### config.mk
export PLATFORM = sky130hd
export DESIGN_NAME = kreg_arb
export DESIGN_NICKNAME = d
export VERILOG_FILES = /design/src/rtl/kreg_arb_pkg.sv /design/src/rtl/kreg_bank.sv /design/src/rtl/kreg_arb.sv
export SDC_FILE = /design/constraint.sdc
export NUM_CORES = 1
export LEC_CHECK = 0
export BUFFER_PORTS_ARGS = -buffer_cell sky130_fd_sc_hd__buf_4
export CELL_PAD_IN_SITES_DETAIL_PLACEMENT = 1
export CELL_PAD_IN_SITES_GLOBAL_PLACEMENT = 2
export CORE_AREA = 2 2 122 94
export CTS_CLUSTER_DIAMETER = 100
export CTS_CLUSTER_SIZE = 10
export DETAILED_ROUTE_END_ITERATION = 10
export DIE_AREA = 0 0 124 96
export PLACE_DENSITY = 0.78
export REMOVE_ABC_BUFFERS = 1
export SYNTH_ARGS = -nofsm -noshare
export SYNTH_HDL_FRONTEND = slang
export SYNTH_SLANG_ARGS = --single-unit
### constraint.sdc
create_clock -name CLK -period 3.6 [get_ports CLK]
set_input_delay 0.72 -clock CLK [delete_from_list [all_inputs] [get_ports CLK]]
set_output_delay 0.72 -clock CLK [all_outputs]
set_load 0.1 [all_outputs]
### src/rtl/kreg_arb_pkg.sv
// Shared types for the kreg_arb register-bank arbiter.
package kreg_arb_pkg;

  typedef enum logic [1:0] {
    IDLE  = 2'd0,
    WRITE = 2'd1,
    ACK   = 2'd2
  } state_t;

  localparam logic REQ_ID_A = 1'b0;
  localparam logic REQ_ID_B = 1'b1;

endpackage

### src/rtl/kreg_bank.sv
// Register bank with per-register load strobes, synchronous clear-all and async reset.
module kreg_bank #(
  parameter int NREG  = 8,
  parameter int WIDTH = 8
) (
  input  logic                    CLK,
  input  logic                    nCLEAR,
  input  logic [NREG-1:0]         i_load,
  input  logic                    i_clr,
  input  logic [WIDTH-1:0]        i_data,
  output logic [NREG*WIDTH-1:0]   o_regs
);

  logic [WIDTH-1:0] r_bank [NREG];

  always_ff @(posedge CLK or negedge nCLEAR) begin
    if (!nCLEAR) begin
      for (int i = 0; i < NREG; i++) r_bank[i] <= '0;
    end else if (i_clr) begin
      for (int i = 0; i < NREG; i++) r_bank[i] <= '0;
    end else begin
      for (int i = 0; i < NREG; i++) begin
        if (i_load[i]) r_bank[i] <= i_data;
      end
    end
  end

  always_comb begin
    o_regs = '0;
    for (int i = 0; i < NREG; i++) o_regs[i*WIDTH +: WIDTH] = r_bank[i];
  end

endmodule

### src/rtl/kreg_arb.sv
// Two-requester write arbiter in front of kreg_bank.
// Define KREG_ARB_RR_EN for round-robin arbitration; otherwise A has fixed priority.
module kreg_arb
  import kreg_arb_pkg::*;
#(
  parameter int NREG  = 8,
  parameter int WIDTH = 8,
  localparam int AW   = $clog2(NREG)
) (
  input  logic                  CLK,
  input  logic                  nCLEAR,
  input  logic                  REQ_A,
  input  logic                  REQ_B,
  input  logic [AW-1:0]         ADDR_A,
  input  logic [AW-1:0]         ADDR_B,
  input  logic [WIDTH-1:0]      DATA_A,
  input  logic [WIDTH-1:0]      DATA_B,
  output logic                  ACK_A,
  output logic                  ACK_B,
  input  logic                  CLR_ALL,
  output logic                  BUSY,
  output logic [NREG*WIDTH-1:0] REGS
);

  state_t           r_state;
  state_t           w_state_nxt;
  logic [AW-1:0]    r_addr;
  logic [WIDTH-1:0] r_data;
  logic             r_id;
  logic             r_clr_pend;
  logic             w_grant;
  logic             w_clr;
  logic             w_win_id;
  logic [AW-1:0]    w_addr;
  logic [WIDTH-1:0] w_data;
  logic [NREG-1:0]  w_load;

`ifdef KREG_ARB_RR_EN
  logic r_last_id;

  // Reset value B so the first tie goes to A.
  always_ff @(posedge CLK or negedge nCLEAR) begin
    if (!nCLEAR)      r_last_id <= REQ_ID_B;
    else if (w_grant) r_last_id <= w_win_id;
  end

  always_comb begin
    w_win_id = REQ_A ? REQ_ID_A : REQ_ID_B;
    if (REQ_A && REQ_B) w_win_id = (r_last_id == REQ_ID_A) ? REQ_ID_B : REQ_ID_A;
  end
`else
  always_comb begin
    w_win_id = REQ_A ? REQ_ID_A : REQ_ID_B;
  end
`endif

  assign w_addr = (w_win_id == REQ_ID_A) ? ADDR_A : ADDR_B;
  assign w_data = (w_win_id == REQ_ID_A) ? DATA_A : DATA_B;

  always_comb begin
    w_state_nxt = r_state;
    w_grant     = 1'b0;
    w_clr       = 1'b0;
    case (r_state)
      IDLE: begin
        if (CLR_ALL || r_clr_pend) begin
          w_clr = 1'b1;
        end else if (REQ_A || REQ_B) begin
          w_grant     = 1'b1;
          w_state_nxt = WRITE;
        end
      end
      WRITE:   w_state_nxt = ACK;
      ACK:     w_state_nxt = IDLE;
      default: w_state_nxt = IDLE;
    endcase
  end

  always_ff @(posedge CLK or negedge nCLEAR) begin
    if (!nCLEAR) begin
      r_state <= IDLE;
      r_addr  <= '0;
      r_data  <= '0;
      r_id    <= REQ_ID_A;
    end else begin
      r_state <= w_state_nxt;
      if (w_grant) begin
        r_addr <= w_addr;
        r_data <= w_data;
        r_id   <= w_win_id;
      end
    end
  end

  // A clear seen mid-transaction is remembered and wins the next IDLE cycle.
  always_ff @(posedge CLK or negedge nCLEAR) begin
    if (!nCLEAR)      r_clr_pend <= 1'b0;
    else if (w_clr)   r_clr_pend <= 1'b0;
    else if (CLR_ALL) r_clr_pend <= 1'b1;
  end

  always_comb begin
    w_load = '0;
    if (r_state == WRITE) w_load[r_addr] = 1'b1;
  end

  assign ACK_A = (r_state == ACK) && (r_id == REQ_ID_A);
  assign ACK_B = (r_state == ACK) && (r_id == REQ_ID_B);
  assign BUSY  = (r_state != IDLE);

  kreg_bank #(
    .NREG  (NREG),
    .WIDTH (WIDTH)
  ) u_bank (
    .CLK    (CLK),
    .nCLEAR (nCLEAR),
    .i_load (w_load),
    .i_clr  (w_clr),
    .i_data (r_data),
    .o_regs (REGS)
  );

endmodule

==> results.toml <==
[worst_setup_path]
path_max_fanout = 8
critPathArrivalTime_ps = 1410
path_class = "reg -> out"
rrSetupSlack_ps = 1620
cp.required_ps = 2880
startpoint_type = "flip-flop"
critPathCaptureType = "output pin"

[die]
fp.dieW_um = 124
row_count = 33
dieHeight_um = 96
dieArea_mm2 = 0.01190
start_util_pct = 33.11
io_pins = 94
coreArea_mm2 = 0.01074

[place]
place.port_buffers = 93
preCtsSetupSlack_ps = 1560
gp_congestion = 0.6853
place_area_mm2 = 0.004252
hpwl_um = 6815

[grt]
grt_pass1_vias = 3092
grt.total_usage_pct = 19.33
grt_start_max_net_pins = 80
antenna_found_initial = 0
grt_pass1_wl_um = 17210
overflow = 0

[cells_and_area]
layout_common_cells = "buf_4, dfrtp_1, nand3_1, a21oi_1, o21ai_0"
drive_gt1_share_pct = 29.44
final_common_cell = "buf_4"
syn2layout_area_growth_pct = 26.89
n_antenna_cell = 0
final_area_mm2 = 0.004511
nets = 451

[timing]
rsz0062_at_grt = "false"
max_freq_mhz = 470.5
fin_worst_skew_ps = 5.066
finalCritPeriodShare_pct = 59.04
relSlewSlack_pct = 24.01
slew_viol_final = 0
final-hold-violation-count = 0
min_period_ps = 2126
fin_tns_setup_ps = 0
setup_viol = 0
tightest_slew_ps = 1137
finalWorstSetupSlack_ps = 1474

[logic_synthesis]
synth_edf_count = 0
ys.flop_type = "dfrtp_1"
yosysSeqAreaShare_pct = 55.61
ys_warn_count = 0
yosysUniqueCellTypes = 27
yosys.area.top_type = "dfrtp_1"
async_reset_ff_share_pct = 100.0
synthesis.area_mm2 = 0.003555
synthCells = 357
ys_ff_latch = 79
synth_top_area_share_pct = 55.61
avgSynthCellArea_um2 = 9.957
synth_area_leaders = "dfrtp_1, a21oi_1, nand3_1"

[pwr]
power_leakage_uw = 0.002001
powerDensity_mw_per_mm2 = 745.2
ir_drop_mv = 0.3336

[worst_hold_path]
hold_class = "reg -> reg"

[clock_network]
cts_tree = "done"
cts.sinks = 79
clock_path_buffers = 2
clk-insertion-delay-late_ps = 330
path_clk_slew_ps = 60
holdBufCountCts = 0
ctsResizeCount = 0
cts_setup_buffers = 0
cts-buffers-inserted = 9
htree_num_levels = 3
cts-root-buf = "clkbuf_16"

[route]
drt_iter0_markers = 182
vias = 3010
wl_um = 10870
drt_pass1_iterations = 4
detail_route.wl_per_cell_um = 19.13
drc_errors = 0
viasPerCell = 5.299
postRouteAntennaNets = 0

[outcome]
status = "finished clean"

[run]
maxCapViolCount = 0
-- logic make-up (layout without fill, tap and decap cells) --
logic type	Yosys count	after routing	share of synthesized area [%]
buf+inv	43	114	6.336
flops	79	79	55.61
compound gates	129	129	18.30
simple gates	83	83	12.50
mux	23	23	7.251
-- Yosys cell counts, types with 2 or more instances --
master,instances
dfrtp_1,79
a21oi_1,64
nand3_1,64
o21ai_0,33
o21ai_1,31
buf_2,18
mux2_2,14
clkbuf_1,13
mux2_1,8
buf_4,4
nor2_1,4
buf_6,3
clkbuf_2,3
nor2b_1,3
inv_1,2
nand2b_1,2
nor3b_1,2
-- final cells by class --
cell class                 count  area (um^2)
clock buffer                  14        254.0
clock inverter                 1        5.005
fill                        1205         6225
inverter                       2        7.507
multi-input combinational    235         1364
sequential                    79         1977
tap                          140        175.2
timing repair buffer          97        728.2
-- critical path, stage by stage, from the launching register on --
cell	delay, ps
dfrtp_1	460
nor2_1	230
inv_1	120
buf_4	250
-- state kept, by name, summed over array words and instances (netlist names) --
name and flops:
r_data 8, u_bank.o_regs 64, r_id 1, r_clr_pend 1, r_addr 3, r_state 2
-- final timing paths --
kind	start	to	cells after the start
worst max-delay path	r_state[1]	BUSY	3
worst min-delay path	r_clr_pend	r_clr_pend	2
worst max register to register	r_state[1]	u_bank.o_regs[60]	4
worst min register to register	r_clr_pend	r_clr_pend	2
max in group asynchronous	nCLEAR	u_bank.o_regs[59]	1
min in group asynchronous	nCLEAR	u_bank.o_regs[52]	1
-- through the flow --
| stage | hold WS, ps | std cells | util [%] | total power, uW |
|---|---|---|---|---|
| 2_1_floorplan | 424.4 | 316 | - | 2091 |
| 3_3_place_gp | 523.1 | 553 | 39.60 | 2540 |
| 3_5_place_dp | 522.8 | 553 | 39.60 | 2561 |
| 4_1_cts | 535.2 | 568 | 42.02 | 3388 |
| 5_1_grt | 568.3 | 568 | 42.02 | 3526 |
| 6_report | 534.1 | 568 | 42.02 | 3361 |
-- routing by layer --
metal	GRT usage [%]	wire length, um
met1	27.14	5297
met4	4.494	70
met5	0	0
met2	29.81	4957
met3	5.332	542
-- where the power goes --
group | switching (uW) | internal, uW
sequential | 259 | 1020
clock | 330 | 482
combinational | 1010 | 260
Note: power is estimated with default switching activity, not from simulation.
